`src/rtl/quant_pkg.sv`:
```
// Shared rounding-mode encoding and default Q-format widths for the requantizer.
package quant_pkg;

  typedef logic [1:0] rnd_mode_t;

  localparam rnd_mode_t RND_TRUNC     = 2'd0;
  localparam rnd_mode_t RND_HALF_UP   = 2'd1;
  localparam rnd_mode_t RND_HALF_EVEN = 2'd2;

  // Q6.26 accumulator in, Q4.12 activation out
  localparam int DEF_IN_W     = 32;
  localparam int DEF_IN_FRAC  = 26;
  localparam int DEF_OUT_W    = 16;
  localparam int DEF_OUT_FRAC = 12;
  localparam int DEF_CNT_W    = 16;

endpackage

```
`src/rtl/quant_round_sat.sv`:
```
// Combinational requantizer core: rounding add (stage-1 half) and
// arithmetic shift with clamp (stage-2 half), split so the caller can register between them.
module quant_round_sat
  import quant_pkg::*;
#(
  parameter int IN_W     = DEF_IN_W,
  parameter int IN_FRAC  = DEF_IN_FRAC,
  parameter int OUT_W    = DEF_OUT_W,
  parameter int OUT_FRAC = DEF_OUT_FRAC
) (
  input  logic signed [IN_W-1:0]  i_data,
  input  rnd_mode_t               i_mode,
  output logic signed [IN_W:0]    o_sum,
  input  logic signed [IN_W:0]    i_sum,
  output logic signed [OUT_W-1:0] o_data,
  output logic                    o_sat
);

  localparam int SHIFT = IN_FRAC - OUT_FRAC;
  localparam int HI_W  = IN_W - OUT_W + 2;

  // One guard bit above IN_W keeps a round-up of the largest input from wrapping negative.
  function automatic logic signed [IN_W:0] round_add(input logic signed [IN_W-1:0] d,
                                                     input rnd_mode_t m);
    logic [IN_W:0] half;
    logic [IN_W:0] inc;
    half           = '0;
    half[SHIFT-1]  = 1'b1;
    case (m)
      RND_HALF_UP:   inc = half;
      RND_HALF_EVEN: inc = half - 1'b1 + {{IN_W{1'b0}}, d[SHIFT]};
      default:       inc = '0;
    endcase
    return $signed({d[IN_W-1], d}) + $signed(inc);
  endfunction

  // Returns {sat, data}; in range when every bit from OUT_W-1 upward matches the sign.
  function automatic logic [OUT_W:0] shift_sat(input logic signed [IN_W:0] s);
    logic signed [IN_W:0] sh;
    logic [HI_W-1:0]      hi;
    sh = s >>> SHIFT;
    hi = sh[IN_W:OUT_W-1];
    if ((&hi) || !(|hi))
      return {1'b0, sh[OUT_W-1:0]};
    else if (sh[IN_W])
      return {1'b1, 1'b1, {(OUT_W-1){1'b0}}};
    else
      return {1'b1, 1'b0, {(OUT_W-1){1'b1}}};
  endfunction

  assign o_sum           = round_add(i_data, i_mode);
  assign {o_sat, o_data} = shift_sat(i_sum);

endmodule

```
`src/rtl/quantizer_param.sv`:
```
// Two-stage pipelined requantizer with valid/ready handshake and saturation flags.
// Define QUANTIZER_SAT_COUNT_EN to build the o_sat_cnt saturation event counter.
module quantizer_param
  import quant_pkg::*;
#(
  parameter int IN_W     = DEF_IN_W,
  parameter int IN_FRAC  = DEF_IN_FRAC,
  parameter int OUT_W    = DEF_OUT_W,
  parameter int OUT_FRAC = DEF_OUT_FRAC,
  parameter int CNT_W    = DEF_CNT_W
) (
  input  logic                    clk,
  input  logic                    rst,
  input  logic                    i_valid,
  output logic                    o_ready,
  input  logic signed [IN_W-1:0]  i_data,
  input  rnd_mode_t               i_mode,
  output logic                    o_valid,
  input  logic                    i_ready,
  output logic signed [OUT_W-1:0] o_data,
  output logic                    o_sat,
  output logic                    o_sat_sticky,
  input  logic                    i_clr_sticky
`ifdef QUANTIZER_SAT_COUNT_EN
  ,
  output logic [CNT_W-1:0]        o_sat_cnt
`endif
);

  localparam int SHIFT = IN_FRAC - OUT_FRAC;

  if (SHIFT < 1 || OUT_W + SHIFT > IN_W || CNT_W < 1) begin : g_bad_params
    $error("quantizer_param: illegal IN/OUT format or CNT_W");
  end

  logic                    en;
  logic signed [IN_W:0]    sum_c;
  logic signed [OUT_W-1:0] q_c;
  logic                    sat_c;

  logic                    vld_p1;
  logic signed [IN_W:0]    sum_p1;
  logic                    vld_p2;
  logic signed [OUT_W-1:0] data_p2;
  logic                    sat_p2;
  logic                    sticky_q;

  assign en      = i_ready | ~vld_p2;
  assign o_ready = en;

  quant_round_sat #(
    .IN_W     (IN_W),
    .IN_FRAC  (IN_FRAC),
    .OUT_W    (OUT_W),
    .OUT_FRAC (OUT_FRAC)
  ) u_round_sat (
    .i_data (i_data),
    .i_mode (i_mode),
    .o_sum  (sum_c),
    .i_sum  (sum_p1),
    .o_data (q_c),
    .o_sat  (sat_c)
  );

  // Stage 1: rounding increment applied
  always_ff @(posedge clk) begin
    if (rst)     vld_p1 <= 1'b0;
    else if (en) vld_p1 <= i_valid;
  end

  always_ff @(posedge clk) begin
    if (en && i_valid) sum_p1 <= sum_c;
  end

  // Stage 2: shifted and clamped output word
  always_ff @(posedge clk) begin
    if (rst) begin
      vld_p2  <= 1'b0;
      data_p2 <= '0;
      sat_p2  <= 1'b0;
    end else if (en) begin
      vld_p2 <= vld_p1;
      if (vld_p1) begin
        data_p2 <= q_c;
        sat_p2  <= sat_c;
      end else begin
        sat_p2  <= 1'b0;
      end
    end
  end

  // A clamp entering stage 2 outranks a same-cycle clear.
  always_ff @(posedge clk) begin
    if (rst)                          sticky_q <= 1'b0;
    else if (en && vld_p1 && sat_c)   sticky_q <= 1'b1;
    else if (i_clr_sticky)            sticky_q <= 1'b0;
  end

  assign o_valid      = vld_p2;
  assign o_data       = data_p2;
  assign o_sat        = sat_p2;
  assign o_sat_sticky = sticky_q;

`ifdef QUANTIZER_SAT_COUNT_EN
  logic [CNT_W-1:0] cnt_q;
  logic             cnt_inc;

  assign cnt_inc = vld_p2 & i_ready & sat_p2;

  // Counts delivered clamped beats, sticks at all-ones.
  always_ff @(posedge clk) begin
    if (rst)                          cnt_q <= '0;
    else if (i_clr_sticky)            cnt_q <= {{(CNT_W-1){1'b0}}, cnt_inc};
    else if (cnt_inc && !(&cnt_q))    cnt_q <= cnt_q + 1'b1;
  end

  assign o_sat_cnt = cnt_q;
`endif

endmodule

```
`config.mk`:
```
export PLATFORM = sky130hd
export DESIGN_NAME = quantizer_param
export DESIGN_NICKNAME = d
export VERILOG_FILES = /design/src/rtl/quant_pkg.sv /design/src/rtl/quant_round_sat.sv /design/src/rtl/quantizer_param.sv
export SDC_FILE = /design/constraint.sdc
export NUM_CORES = 1
export LEC_CHECK = 0
export ABC_AREA = 1
export CAP_MARGIN = 10
export CORE_MARGIN = 2
export CORE_UTILIZATION = 42
export DETAILED_ROUTE_END_ITERATION = 6
export PLACE_DENSITY = 0.72
export SETUP_SLACK_MARGIN = 0.5
export SYNTH_ARGS = -nofsm -noshare
export SYNTH_HDL_FRONTEND = slang
export SYNTH_SLANG_ARGS = --single-unit
```
`constraint.sdc`:
```
create_clock -name clk -period 6.37 [get_ports clk]
set_input_delay 1.911 -clock clk [delete_from_list [all_inputs] [get_ports clk]]
set_output_delay 1.911 -clock clk [all_outputs]
set_load 0.01 [all_outputs]
```
# Word-level counts from Yosys, hierarchy flattened
# Index checks and enable logic that the tools add are counted.
op_classes:
  n_bitwise: 2
  add_sub_neg: 2
  muxes: 6
  reduce_logical: 9
  eq_ne: 2
op_table:
  columns: ["operator", "count"]
  rows:
  - ["case mux 33 bit (2 select lines)", 1]
  - ["adder 32 x 33 -> 33 bit", 1]
  - ["2-to-1 mux 17 bit", 1]
  - ["2-to-1 mux 16 bit", 1]
  - ["adder 13 x 1 -> 14 bit (first input constant)", 1]
  - ["AND reduction 4 bit", 1]
  - ["OR reduction 4 bit", 1]
  - ["logical AND 1 bit", 3]
  - ["2-to-1 mux 1 bit", 3]
  - ["== test 2 x 1 -> 1 bit (second input constant)", 1]
  - ["== test 2 bit (second input constant)", 1]
  - ["AND reduction 2 bit", 1]
  - ["nonzero test 2 bit", 1]
  - ["zero test 1 bit", 1]
  - ["logical OR 1 bit", 1]
  - ["inverter 1 bit", 1]
  - ["bitwise OR 1 bit", 1]
totals:
  out_inout_bits: 20
  register_bits: 53
  in_bits: 39
  elab_cells: 27

# Depth between registers and ports, before layout
logic_depth:
  ltp_word: 6
  ltp_mapped: 14
  depth_no_buf: 14

# Hierarchy
# A second synthesis with hierarchy kept.
hier_totals:
  cells_unflattened: 462
  area_unflattened_um2: 3482.1
modules_own_cells:
  columns: ["module", "seq_area_each_um2", "instances", "area_each_um2", "cells_each"]
  rows:
  - ["quantizer_param", 1391.3, 1, 1890.6, 158]
  - ["quant_round_sat", 0.0, 1, 1591.5, 304]

# Least setup slack after synthesis
# No wires, ideal clock.
synth_timing:
  path_kind: "input to output"
  from: "input i_ready"
  to: "output o_ready"
  t_arrival_ps: 2239
  path_stages: 2
  slack_ps: 2220
  n_path_buf: 0
  t_required_ps: 4459
  path_cell_list: "nor2_1 inv_1"
synth_between:
  elab_chain_len: 1
synth_lines:
  columns: ["element", "line_no", "rtl"]
  rows:
  - ["start: declaration", "quantizer_param.sv:19", "input logic i_ready,"]
  - ["bitwise OR 1 bit", "quantizer_param.sv:48", "assign en = i_ready | ~vld_p2;"]
  - ["end: declaration", "quantizer_param.sv:15", "output logic o_ready,"]
# No other way between the ends.

# Final worst setup path
# Same ends and word-level chain as after synthesis.

==> key figures <==
Global route
  – Met2 Resource Use GR: 0.3036
  – Vias in the first global route: 1652
  – Initial antenna violation count: 0
  – GRT Total Usage: 0.1714
  – Largest net degree at the start of global routing: 20
  – Met3 Usage GRT: 0.04938
  – Grt total ovfl: 0
  – First-pass GRT wire length: 7.120 mm
  – GRT busiest layer: met2
  – Met1 usage in global routing: 0.1926

Timing
  – Final worst slack: 1.319 ns
  – Final hold slack: 0.4729 ns
  – Final Setup Violations: 0
  – Setup TNS: 0 ns
  – Final Cycle Share: 0.7929
  – RSZ-0062 raised after global routing: false
  – Clk_skew: 0.004952 ns
  – Least-Margin Pin Slew: 0.7124 ns
  – Min Tclk post-route: 5.051 ns
  – Relative slew margins: 0.5246
  – Final Slew Violations: 0
  – F_max: 0.1980 GHz
  – Hold Fails Final Rpt: 0

Synth
  – Yosys top cell area share: 0.2794
  – Syn avg cell area: 8.301 um2
  – Register area share after synthesis: 0.4755
  – Area of the mapped netlist: 2042 um2
  – Largest cells by area after synthesis: edfxtp_1 (28%), dfxtp_1 (20%), nand2_1 (9.2%)
  – Largest area contributor in the netlist: edfxtp_1
  – Post-synth EDFFs: 19
  – Yosys cell types: 26
  – Synthesis Warnings: 0
  – Post-Syn Instances: 246
  – Synthesized flop and latch total: 39
  – Top FF cell, synth: dfxtp_1
  – Asr flop ratio synth: 0
  – Syn nets: 288

Die
  – Core area: 4692 um2
  – Io pins: 59
  – Die Ht: 73.73 um
  – Row cnt: 25
  – Die width: 73.73 um
  – Initial Util: 0.4352
  – Die area: 5435 um2

Clock network
  – Max clock buf depth: 2
  – Clk slew on worst S/H paths: 0.07 ns
  – CTS root buf: clkbuf_8
  – CTS tree: built
  – CTS H-tree depth: 2
  – Post-CTS resize count: 0
  – CTS Hold Bufs: 0
  – TritonCTS Sinks: 39
  – Num CTS Buffers: 5
  – Clk_lat worst skew: 0.29 ns
  – Post-CTS setup repair buffer count: 0

Final layout
  – # diodes: 0
  – Final #Nets: 348
  – Reg area: 970.9 um2
  – # fillers: 445
  – Area of the multi-input gates: 925.9 um2
  – Finished Cell Area: 2753 um2
  – Synthesis-to-finish area growth: 34.80%
  – Layout cells sized above 1: 0.09121

Setup path
  – CP cell instances: clkdlybuf4s50_1 > nor2_1 > inv_1 > clkdlybuf4s50_1
  – Slowest-stage cell, CP: clkdlybuf4s50_1
  – Critical Path Fanout Max: 4
  – Crit path DAT: 3.14 ns
  – CP Class: primary input to primary output
  – CP Launch Type: primary input
  – CP peak stage delay: 0.49 ns
  – CP required: 4.46 ns
  – Cell repeated most along the worst path: clkdlybuf4s50_1
  – Crit end category: primary output

Detailed routing
  – Vias per cell: 4.892
  – Via count: 1766
  – DRC viols: 0
  – DRT iter0 DRCs: 59
  – DRT Pass-1 Iters: 4
  – Drt total wl: 4.197 mm
  – Wire per inst: 11.63 um
  – Antenna viol nets, final: 0

Placed design
  – Dpl ws: 1.318 ns
  – Post-detail-place hpwl: 3.297 mm
  – Post-Place Cell Area: 2669 um2
  – I/O Buffers: 58
  – Gpl congestion: 0.8789

Outcome
  – Status: finished clean

Job
  – Max-cap violations: 0

Power
  – Max VDD drop: 0.07845 mV
  – Leak: 1.110 nW
  – PwrDens: 198.3 nW/um2

Hold path
  – HP Class: flop to flop
-- Yosys cell counts (all sizes together), types with 3 or more instances --
cell type	instances
dfxtp	20
clkbuf	3
xor2	8
o21ai	18
nand4	8
inv	33
xnor2	5
ha	3
edfxtp	19
nor4	3
nand2	56
a21oi	21
nor2	30
nand3	10
-- per-stage QoR --
stage	power, mW	std cells	util
after global routing	0.5716	361	0.5867
after global placement	0.3921	353	0.5688
final	0.5457	361	0.5867
after floorplan	0.3383	246	-
after detailed placement	0.3943	353	0.5688
after CTS	0.5503	361	0.5867
-- logic make-up (layout without fill, tap and decap cells) --
family,count (synthesis),after routing,share of synthesized area
flops,39,39,0.4755
xor+xnor,13,13,0.05576
buf+inv,38,99,0.07108
fa+ha+maj,3,3,0.01838
simple gates,109,109,0.2647
compound gates,44,44,0.1146
-- area by class of cell --
type,instances,share of cell area
sequential,39,0.3527
multi-input combinational,169,0.3364
timing repair buffer,58,0.2109
inverter,33,0.04500
clock buffer,5,0.02500
tap,54,0.02455
clock inverter,3,0.005455
-- registers in the layout, indices dropped and copies added (netlist names) --
| register | cells |
|---|---|
| o_sat | 1 |
| o_sat_sticky | 1 |
| vld_p1 | 1 |
| sum_p1 | 19 |
| o_valid | 1 |
| o_data | 16 |
-- metal layers --
layer | wire length [um] | share of wire
met5 | 0 | 0
met4 | 61 | 0.015
met3 | 279 | 0.066
met2 | 2047 | 0.49
met1 | 1809 | 0.43
-- cell usage in the layout, fill, tap and decap left out, types with 2 or more instances in the layout --
master           count
inv_2                3
o21ai_0             18
o22ai_1              2
clkdlybuf4s50_1     58
nor2_1              24
nor2_2               3
nand4_1              8
nor3_2               2
ha_1                 3
edfxtp_1            19
nor2_4               3
xor2_1               8
nand3_1              9
nor4_2               3
clkinv_1             2
nand2_4              2
nand2_1             50
xnor2_1              5
inv_1               30
clkbuf_8             5
a21oi_1             21
nand2_2              4
dfxtp_1             20
-- where the power goes --
| group | switching [mW] | internal (mW) | total, mW | leakage (nW) |
|---|---|---|---|---|
| combinational | 0.0494 | 0.0515 | 0.101 | 0.721 |
| clock | 0.0829 | 0.0743 | 0.157 | 0.0392 |
| sequential | 0.00647 | 0.281 | 0.288 | 0.350 |
| total | 0.139 | 0.407 | 0.546 | 1.11 |
-- critical path, delay by kind of cell --
family | cells | cell delay, ns
simple gates | 1 | 0.23
buf+inv | 3 | 1.00
-- path summary, 6_finish.rpt --
kind,from,to,slack (ns),depth (start not counted)
setup reg to reg,o_valid,o_data[7],4.50,5
hold reg to reg,o_sat_sticky,o_sat_sticky,0.47,2
hold / removal,o_sat_sticky,o_sat_sticky,0.47,2
setup / recovery,i_ready,o_ready,1.32,4
(Power assumes the default switching activity.)
